--- src/rtl/mod8_seq_pkg.sv ---
// Shared definitions for the mod-8 counter run controller: FSM state
// encoding, counter modulus and terminal-count phases, and a small helper
// that maps a down-count phase onto the counter value it should show.
package mod8_seq_pkg;

    // Controller states
    typedef enum logic [1:0] {
        ST_IDLE = 2'd0,
        ST_UP   = 2'd1,
        ST_DOWN = 2'd2,
        ST_ERR  = 2'd3
    } seq_state_t;

    // Counter modulus and the Q values at which Qcc_n goes low
    localparam int         MOD   = 8;
    localparam logic [2:0] TC_UP = 3'd7;
    localparam logic [2:0] TC_DN = 3'd0;

    // Phase value that closes a lap (phase runs 0..MOD-1 within each lap)
    localparam logic [2:0] PHASE_LAST = 3'(MOD - 1);

    // Counting down from 0 visits 0,7,6..1, i.e. the two's complement of phase
    function automatic logic [2:0] neg_mod8(input logic [2:0] p);
        return 3'd0 - p;
    endfunction

endpackage

--- src/rtl/mod8_expect.sv ---
// Expected counter outputs for a given lap phase and direction.
// Purely combinational; the top compares these against the live counter.
module mod8_expect
    import mod8_seq_pkg::*;
(
    input  logic [2:0] phase,
    input  logic       dir,        // 1 = counting up, 0 = counting down
    output logic [3:0] exp_Q,
    output logic       exp_Qcc_n
);

    logic [2:0] q_low;

    // Up: Q follows phase directly. Down: Q is the negated phase (0,7,6..1).
    assign q_low = dir ? phase : neg_mod8(phase);

    // Bit 3 of a mod-8 counter is never set
    assign exp_Q = {1'b0, q_low};

    // Terminal count is active-low and depends on the counting direction
    assign exp_Qcc_n = dir ? (q_low != TC_UP) : (q_low != TC_DN);

endmodule

--- src/rtl/mod8_counter_sequencer.sv ---
// Run controller for the 4-bit mod-8 up/down counter. On start it drives
// the counter through laps_up full up-laps followed by laps_down full
// down-laps, checks the counter's Q and Qcc_n against the expected sequence
// every busy cycle, and raises a sticky err on the first disagreement.
module mod8_counter_sequencer
    import mod8_seq_pkg::*;
#(
    parameter int LAP_W = 4
) (
    input  logic             CP,
    input  logic             reset,
    input  logic             start,
    input  logic             abort,
    input  logic [LAP_W-1:0] laps_up,
    input  logic [LAP_W-1:0] laps_down,
    input  logic [3:0]       cnt_Q,
    input  logic             cnt_Qcc_n,
    output logic             cnt_reset,
    output logic             cnt_M,
    output logic             busy,
    output logic             done,
    output logic             err,
    output logic [LAP_W:0]   lap_total
);

    seq_state_t       state_reg;
    logic [2:0]       phase_reg;
    logic [LAP_W-1:0] laps_up_reg;
    logic [LAP_W-1:0] laps_down_reg;
    logic [LAP_W-1:0] up_cnt_reg;
    logic [LAP_W-1:0] dn_cnt_reg;

    logic [3:0]       exp_Q;
    logic             exp_Qcc_n;
    logic             dir;
    logic [4:0]       diff_bits;
    logic             mismatch;
    logic             lap_end;
    logic [LAP_W:0]   up_cnt_next;
    logic [LAP_W:0]   dn_cnt_next;
    logic             last_up;
    logic             last_dn;

    // Direction used for the expected-value lookup follows the FSM state,
    // not cnt_M, so a stuck M line at the counter still shows as a mismatch.
    assign dir = (state_reg == ST_UP);

    mod8_expect u_expect (
        .phase     (phase_reg),
        .dir       (dir),
        .exp_Q     (exp_Q),
        .exp_Qcc_n (exp_Qcc_n)
    );

    // Per-bit disagreement between the live counter and the expected value
    for (genvar gi = 0; gi < 4; gi++) begin : g_q_diff
        assign diff_bits[gi] = cnt_Q[gi] ^ exp_Q[gi];
    end
    assign diff_bits[4] = cnt_Qcc_n ^ exp_Qcc_n;

    // Only meaningful while counting; ignored in IDLE/ERR by the FSM itself
    assign mismatch = |diff_bits;

    // Lap bookkeeping: a lap ends on the last phase; the lap that brings the
    // completed count up to the captured target is the last one.
    assign lap_end     = (phase_reg == PHASE_LAST);
    assign up_cnt_next = {1'b0, up_cnt_reg} + 1'b1;
    assign dn_cnt_next = {1'b0, dn_cnt_reg} + 1'b1;
    assign last_up     = (up_cnt_next == {1'b0, laps_up_reg});
    assign last_dn     = (dn_cnt_next == {1'b0, laps_down_reg});

    assign busy = (state_reg == ST_UP) || (state_reg == ST_DOWN);

    // Controller FSM with registered counter controls and status outputs
    always_ff @(posedge CP) begin
        if (reset) begin
            state_reg     <= ST_IDLE;
            phase_reg     <= 3'd0;
            laps_up_reg   <= '0;
            laps_down_reg <= '0;
            up_cnt_reg    <= '0;
            dn_cnt_reg    <= '0;
            cnt_reset     <= 1'b1;
            cnt_M         <= 1'b1;
            done          <= 1'b0;
            err           <= 1'b0;
            lap_total     <= '0;
        end else begin
            done <= 1'b0;
            case (state_reg)
                ST_IDLE, ST_ERR: begin
                    if (abort) begin
                        // Abort beats a same-cycle start; err stays sticky
                        state_reg <= ST_IDLE;
                        cnt_reset <= 1'b1;
                        cnt_M     <= 1'b1;
                    end else if (start) begin
                        laps_up_reg   <= laps_up;
                        laps_down_reg <= laps_down;
                        up_cnt_reg    <= '0;
                        dn_cnt_reg    <= '0;
                        phase_reg     <= 3'd0;
                        err           <= 1'b0;
                        lap_total     <= '0;
                        if (laps_up != '0) begin
                            state_reg <= ST_UP;
                            cnt_reset <= 1'b0;
                            cnt_M     <= 1'b1;
                        end else if (laps_down != '0) begin
                            state_reg <= ST_DOWN;
                            cnt_reset <= 1'b0;
                            cnt_M     <= 1'b0;
                        end else begin
                            // Empty run: finish immediately, counter stays in reset
                            state_reg <= ST_IDLE;
                            cnt_reset <= 1'b1;
                            cnt_M     <= 1'b1;
                            done      <= 1'b1;
                        end
                    end
                end

                ST_UP: begin
                    if (abort) begin
                        state_reg <= ST_IDLE;
                        cnt_reset <= 1'b1;
                        cnt_M     <= 1'b1;
                    end else if (mismatch) begin
                        state_reg <= ST_ERR;
                        cnt_reset <= 1'b1;
                        err       <= 1'b1;
                    end else begin
                        phase_reg <= phase_reg + 3'd1;
                        if (lap_end) begin
                            lap_total  <= lap_total + 1'b1;
                            up_cnt_reg <= up_cnt_next[LAP_W-1:0];
                            if (last_up) begin
                                if (laps_down_reg != '0) begin
                                    // Counter wraps 7->0 on this edge, then counts down
                                    state_reg <= ST_DOWN;
                                    cnt_M     <= 1'b0;
                                end else begin
                                    state_reg <= ST_IDLE;
                                    cnt_reset <= 1'b1;
                                    cnt_M     <= 1'b1;
                                    done      <= 1'b1;
                                end
                            end
                        end
                    end
                end

                ST_DOWN: begin
                    if (abort) begin
                        state_reg <= ST_IDLE;
                        cnt_reset <= 1'b1;
                        cnt_M     <= 1'b1;
                    end else if (mismatch) begin
                        state_reg <= ST_ERR;
                        cnt_reset <= 1'b1;
                        err       <= 1'b1;
                    end else begin
                        phase_reg <= phase_reg + 3'd1;
                        if (lap_end) begin
                            lap_total  <= lap_total + 1'b1;
                            dn_cnt_reg <= dn_cnt_next[LAP_W-1:0];
                            if (last_dn) begin
                                state_reg <= ST_IDLE;
                                cnt_reset <= 1'b1;
                                cnt_M     <= 1'b1;
                                done      <= 1'b1;
                            end
                        end
                    end
                end

                default: begin
                    state_reg <= ST_IDLE;
                    cnt_reset <= 1'b1;
                    cnt_M     <= 1'b1;
                end
            endcase
        end
    end

endmodule
--- config.mk ---
export PLATFORM = sky130hd
export DESIGN_NAME = mod8_counter_sequencer
export DESIGN_NICKNAME = d
export VERILOG_FILES = /design/src/rtl/mod8_seq_pkg.sv /design/src/rtl/mod8_expect.sv /design/src/rtl/mod8_counter_sequencer.sv
export SDC_FILE = /design/constraint.sdc
export NUM_CORES = 1
export LEC_CHECK = 0
export ABC_AREA = 1
export BUFFER_PORTS_ARGS = -buffer_cell sky130_fd_sc_hd__buf_2
export CAP_MARGIN = 10
export CORE_ASPECT_RATIO = 1.25
export CORE_MARGIN = 3
export CORE_UTILIZATION = 62
export CTS_CLUSTER_SIZE = 28
export DETAILED_ROUTE_END_ITERATION = 6
export PLACE_DENSITY = 0.85
export SLEW_MARGIN = 20
export SYNTH_ARGS = -nofsm -noshare
export SYNTH_HDL_FRONTEND = slang
export SYNTH_SLANG_ARGS = --single-unit
--- constraint.sdc ---
create_clock -name CP -period 4.8 [get_ports CP]
set_input_delay 0.72 -clock CP [delete_from_list [all_inputs] [get_ports CP]]
set_output_delay 0.72 -clock CP [all_outputs]
set_load 0.01 [all_outputs]
==> summary.txt, run 1 <==
Flow run
  – Max-cap violation count: 0

Detailed routing
  – Initial DRT Pass Iterations: 4
  – Routed Antenna Nets: 0
  – Detailed Route WL: 4874 um
  – # DRC: 0
  – Drt initial violations: 74
  – Via count: 2118
  – WL/cell: 12.50 um
  – Routed vias/inst: 5.431

Min path
  – Worst Hold Class: reg2reg

Floorplanning
  – Die X: 57.91 um
  – # IOs: 27
  – Area of the die: 4105 um2
  – Core Area: 3083 um2
  – Initial Util: 0.6774
  – Rows: 22
  – Die height: 70.89 um

Cells and area
  – Register bank with the most flops: lap_total
  – Finished Layout Cells: 390
  – Antenna Cells: 0
  – Largest register FFs: 5
  – Synth-to-Final Area Change: 10.37%
  – Final #Nets: 378
  – Commonest non-fill, non-tap cells in the layout: nand2_1 (77), nor2_1 (49), inv_1 (41)
  – Commonest non-fill, non-tap cell in the layout: nand2_1
  – Share of layout cells above drive strength 1: 0.1497

Logic synthesis
  – Synthesized area per cell: 6.386 um2
  – Syn nets: 352
  – Yosys reg bits: 30
  – Synth cell types: 31
  – Synth warn: 0
  – Post-Synthesis Cells: 327
  – Synthesized cell area: 2088 um2
  – Register area share after synthesis: 0.2876

Worst setup path
  – CP Launch Type: register
  – CP max FO: 20
  – WS Path Type: reg2reg
  – Worst Path Required: 5070 ps
  – Most used cell, CP: inv_1
  – CP max stage cell: ha_1
  – Worst EP arrival: 2750 ps
  – CP peak stage delay: 440 ps
  – FF-to-FF setup slack: 2320 ps
  – Crit. End Element: register
  – CP cell instances: inv_1 > ha_1 > inv_1 > nor2_1 > inv_1 > nor2_1 > inv_1 > nand2_1 > o21ai_0 > nor2_1

Clock tree
  – CTS HTree Levels: 2
  – CTS tree: yes
  – Clock transition at path regs: 100 ps
  – CTS max path bufs: 2
  – CTS resizes: 0
  – Setup bufs post-CTS: 0
  – Clk Latency, worst-skew pair: 330 ps
  – # hold bufs at CTS: 0
  – Number of CTS-inserted buffers: 5
  – CTS root buf: clkbuf_4
  – Clock tree sinks: 30

STA
  – Min Tclk post-route: 2477 ps
  – Slew margin rel.: 0.5455
  – Final slew viol count: 0
  – RSZ-0062 raised after global routing: false
  – Fin. Hold Viols: 0
  – Sum Neg Setup Slack: 0 ps
  – Final period util: 0.5160
  – Endpoints failing setup: 0
  – Pin slew with the least headroom to its limit: 677.2 ps
  – Worst setup skew after layout: 10.63 ps
  – Maximum achievable frequency: 403.8 MHz

Global routing
  – Initial antenna violation count: 0
  – M3 GR Usage: 0.04927
  – Remaining global-route overflow: 0
  – Total GRT Usage: 0.2582
  – Met1 GRT Util: 0.3110
  – First-pass GRT wire length: 8452 um
  – Pin count of the biggest net entering global routing: 21
  – GR peak layer: met2
  – Vias in the first global route: 2016
  – GRT met2 Usage: 0.4309

Placement
  – Detailed placer's ending HPWL: 3713 um
  – Port Buffer Count: 26
  – Placed cell count: 382
  – Placer Congestion: 0.9634

Run status
  – Status: finished clean

Power
  – LEAKAGE: 1.128 nW
  – Power, Total: 0.7862 mW
  – Power Density: 341.1 nW/um2
  – Peak VDD IR: 0.2413 mV
-- power breakdown --
group | switching (mW) | internal (mW) | leakage [nW]
Clock | 0.0914 | 0.110 | 0.0395
Combinational | 0.179 | 0.0994 | 0.843
Sequential | 0.0272 | 0.279 | 0.246
-- final timing paths --
| check | from | end | depth (start not counted) |
|---|---|---|---|
| worst max-delay path | state_reg[0] | lap_total[1] | 10 |
| worst min-delay path | cnt_M | cnt_M | 2 |
| worst max register to register | state_reg[0] | lap_total[1] | 10 |
| worst min register to register | cnt_M | cnt_M | 2 |
-- layer usage --
layer,vias up,share of wire
li1,1110,-
met1,926,0.45
met2,69,0.48
met3,13,0.049
met4,0,0.021
met5,-,0
-- cell type report --
| type | instances | area, um2 |
|---|---|---|
| Inverter | 43 | 163.9 |
| Tap cell | 36 | 45.04 |
| Fill cell | 277 | 778.2 |
| Sequential cell | 30 | 600.6 |
| Clock inverter | 1 | 30.03 |
| Timing Repair Buffer | 26 | 130.1 |
| Clock buffer | 7 | 45.04 |
| Multi-Input combinational cell | 247 | 1290 |
-- synthesized netlist by cell type --
master / n / area, um2
ha_1: 8 / 100.1
o21ai_0: 14 / 70.07
dfxtp_1: 30 / 600.6
xor2_1: 3 / 26.28
clkbuf_1: 3 / 11.26
buf_2: 3 / 15.01
inv_4: 1 / 6.260
nand2_2: 7 / 43.79
o211ai_1: 2 / 15.01
a22oi_1: 1 / 7.510
nand4_1: 8 / 50.05
xnor2_1: 1 / 8.760
clkinv_1: 1 / 3.750
or2_0: 1 / 6.260
nand4_4: 1 / 21.27
o21bai_1: 5 / 37.54
nor2_1: 49 / 183.9
inv_1: 41 / 153.9
nand4_2: 1 / 12.51
o21ai_1: 1 / 5.000
nand3_1: 31 / 155.2
nor3b_1: 1 / 7.510
a21oi_1: 22 / 110.1
or2_2: 4 / 25.02
nand2_1: 77 / 289.0
nor2_8: 1 / 20.02
nand2_4: 1 / 11.26
nand3_2: 3 / 30.03
buf_4: 1 / 7.510
nand3_4: 2 / 35.03
a31oi_1: 3 / 18.77
-- through the flow --
stage	instance area (um2)	setup WS (ps)	hold WS, ps	utilization
5_1_grt	2305	1971	490.5	0.7476
4_1_cts	2305	2335	463.7	0.7476
2_1_floorplan	2088	2924	444.0	-
6_report	2305	2323	464.2	0.7476
3_3_place_gp	2230	2489	437.8	0.7232
3_5_place_dp	2230	2357	439.7	0.7232
-- worst max-delay path: cells and delay by family, from the launching register on --
family | cells | cell delay (ps)
AO/OA/AOI/OAI | 1 | 100
adder cells (fa/ha/maj) | 1 | 440
AND/OR/NAND/NOR | 4 | 810
flip-flops | 1 | 350
buffers and inverters | 4 | 730
-- cells by family (layout without fill, tap and decap cells) --
group,count (synthesis),in the layout,share of synthesized area
flip-flops,30,30,0.2876
AO/OA/AOI/OAI,48,48,0.1264
buffers and inverters,50,77,0.09467
XOR/XNOR,4,4,0.01678
adder cells (fa/ha/maj),8,8,0.04793
AND/OR/NAND/NOR,187,187,0.4266
Note: power is estimated with default switching activity, not from simulation.
==> run 2: changes to the inputs <==
- ABC_AREA: 1 -> 0
- CORE_UTILIZATION: 62 -> 57
- PLACE_DENSITY: 0.85 -> 0.79
- clock period: 4.8 -> 2.6 ns (I/O delays scaled with it)
==> run 2 against run 1 <==
Combinational power decreased by 45%; final area down 7.3%; count of clock-buffer cells in the layout fell by 1; via count down 12%; first-iteration DRC count is 36% higher.
==> summary.txt, run 2 <==
Worst setup path
  – Delay-heaviest family, CP: simple AND/OR/NAND/NOR gates
  – CP peak stage delay: 430 ps
  – CP Launch Type: register
  – Worst EP arrival: 2590 ps
  – CP bufs+invs: 2
  – Crit. End Element: register
  – CP max FO: 11
  – Reg-to-Reg End: dn_cnt_reg[3]
  – WS Path Type: reg2reg
  – Worst Reg-to-Reg Cells: 9
  – Setup crit end: dn_cnt_reg[3]
  – Worst Path Required: 2820 ps
  – Critical path launch point: phase_reg[0]
  – Crit. path cell count: 9
  – FF-to-FF setup slack: 230 ps
  – R2r startpoint: phase_reg[0]
  – CP cell instances: inv_1 > ha_1 > mux2i_1 > xnor2_1 > nor4_4 > buf_4 > nand3_1 > o31ai_1 > a211oi_1
  – CP max stage cell: dfxtp_1

Cells and area
  – Share of layout cells above drive strength 1: 0.1887
  – Cell area after layout: 2136 um2
  – Register Area: 600.6 um2
  – Synth-to-Final Area Change: 13.42%
  – Commonest non-fill, non-tap cell in the layout: dfxtp_1
  – Final #Nets: 289
  – Commonest non-fill, non-tap cells in the layout: dfxtp_1 (30), nand2_1 (27), buf_2 (26)
  – Register bank with the most flops: lap_total
  – Antenna Cells: 0
  – Area occupied by multi-input gates: 1172 um2
  – Largest register FFs: 5
  – Finished Layout Cells: 301
  – # fillers: 270

Logic synthesis
  – Synth Area in Adders: 0.05316
  – Synth cell types: 41
  – FFs w/ async S/R, synth: 0
  – Post-Synthesis Cells: 235
  – Yosys reg bits: 30
  – Main combinational cell family by area after synthesis: simple AND/OR/NAND/NOR gates
  – Synthesized area per cell: 8.013 um2
  – Synth top area cells: dfxtp_1 (32%), a21oi_1 (6.6%), xnor2_1 (5.6%), nand2_1 (5.4%), ha_1 (5.3%)
  – Synth warn: 0
  – Post-synthesis compound-gate area fraction: 0.2226
  – Post-Synth Simple-Gate Area: 0.2439
  – Synth Area in XOR/XNOR: 0.08837
  – Syn nets: 260
  – Post-synthesis mux area share: 0.01063
  – EDFF count, synth: 0
  – Count leader, synth: dfxtp_1
  – Post-synth top area share: 0.3189
  – Top cells by count, synth: dfxtp_1 (30), nand2_1 (27), a21oi_1 (25)
  – Primary FF master, synth: dfxtp_1
  – Area leader, netlist: dfxtp_1
  – Register area share after synthesis: 0.3189
  – Synthesized cell area: 1883 um2

Detailed routing
  – Initial DRT Pass Iterations: 4
  – Via count: 1859
  – Detailed Route WL: 4550 um
  – Routed Antenna Nets: 0
  – Routed vias/inst: 6.176
  – Drt initial violations: 101
  – # DRC: 0
  – WL/cell: 15.12 um

Floorplanning
  – Die X: 57.41 um
  – Initial Util: 0.6163
  – Rows: 22
  – Area of the die: 4034 um2
  – # IOs: 27
  – Die height: 70.26 um
  – Core Area: 3055 um2

Placement
  – Detailed placer's ending HPWL: 3389 um
  – Port Buffer Count: 26
  – Placed cell count: 293
  – Placer Congestion: 0.9842
  – Cell Area, Placed: 2064 um2

STA
  – RSZ-0062 raised after global routing: false
  – Slew margin rel.: 0.5518
  – Fin. Hold Viols: 0
  – Worst Hold Margin: 286.0 ps
  – Worst setup skew after layout: 10.54 ps
  – Pin slew with the least headroom to its limit: 665.2 ps
  – Min Tclk post-route: 2365 ps
  – Maximum achievable frequency: 422.8 MHz
  – Endpoints failing setup: 0
  – Sum Neg Setup Slack: 0 ps
  – Final period util: 0.9098
  – Final slew viol count: 0

Global routing
  – Total GRT Usage: 0.2357
  – Vias in the first global route: 1724
  – Initial antenna violation count: 0
  – Remaining global-route overflow: 0
  – First-pass GRT wire length: 7603 um
  – Pin count of the biggest net entering global routing: 33

Min path
  – Worst Hold Class: in2reg

Clock tree
  – Clock transition at path regs: 100 ps
  – Clk Latency, worst-skew pair: 340 ps
  – Setup bufs post-CTS: 0
  – CTS tree: yes
  – CTS root buf: clkbuf_4
  – Number of CTS-inserted buffers: 5
  – CTS max path bufs: 2
  – Clock tree sinks: 30
  – CTS HTree Levels: 2
  – # hold bufs at CTS: 0
  – CTS resizes: 0

Power
  – Power Density: 435.5 nW/um2
  – Int Power: 0.6573 mW
  – Switching part of the total power: 0.2934
  – Switching power: 0.2729 mW
  – LEAKAGE: 0.8181 nW
  – Clock power frac: 0.322
  – Comb pwr share: 0.165
  – Flop pwr share: 0.513
  – Peak VDD IR: 0.3858 mV

Flow run
  – Max-cap violation count: 0

Run status
  – Status: finished clean
[run 2: through the flow]
stage / utilization / setup slack [ps] / total power, mW
global placement: 0.6757 / 228.1 / 0.6329
CTS: 0.6966 / 127.3 / 0.9279
finish: 0.6990 / 234.6 / 0.9302
global route: 0.6990 / 56.60 / 0.9706
floorplan: - / 461.8 / 0.5857
detailed placement: 0.6757 / 186.5 / 0.6354
[run 2: worst min path at each step]
| stage | start | end | depth (start not counted) |
|---|---|---|---|
| 2_1_floorplan | laps_up_reg[0] | laps_up_reg[0] | 2 |
| 3_3_place_gp | laps_up_reg[0] | laps_up_reg[0] | 2 |
| 3_5_place_dp | laps_up_reg[0] | laps_up_reg[0] | 2 |
| 4_1_cts | laps_up[1] | laps_up_reg[1] | 3 |
| 5_1_grt | laps_up[2] | laps_up_reg[2] | 3 |
| 6_report | laps_up[1] | laps_up_reg[1] | 3 |
[run 2: cell type report]
class                      count  area share
inverter                      11     0.01933
timing repair buffer          37     0.09959
multi-input combinational    179      0.5489
clock inverter                 2    0.005858
clock buffer                   6     0.02402
sequential                    30      0.2812
tap                           36     0.02109
[run 2: cell families after synthesis]
kind of cell	count (synthesis)
AO/OA/AOI/OAI	65
XOR/XNOR	19
adder cells (fa/ha/maj)	8
buffers and inverters	26
flip-flops	30
multiplexers	2
AND/OR/NAND/NOR	85
[run 2: power by group through the flow]
stage / Sequential (mW) / Clock [mW] / Combinational (mW)
CTS: 0.477 / 0.303 / 0.148
global route: 0.478 / 0.323 / 0.169
finish: 0.477 / 0.300 / 0.154
floorplan: 0.487 / 0 / 0.0990
detailed placement: 0.487 / 0 / 0.148
global placement: 0.487 / 0 / 0.146
[run 2: worst min-delay path: stages]
cell and delay (ps):
buf_2 100, nand2_1 50, a21oi_1 50
[run 2: routing by layer]
layer | global-route usage | up-vias | routed length, um
li1 | - | 926 | -
met5 | 0 | - | 0
met1 | 0.2991 | 844 | 2008
met4 | 0.09021 | 0 | 54
met2 | 0.3731 | 83 | 2101
met3 | 0.06470 | 6 | 386
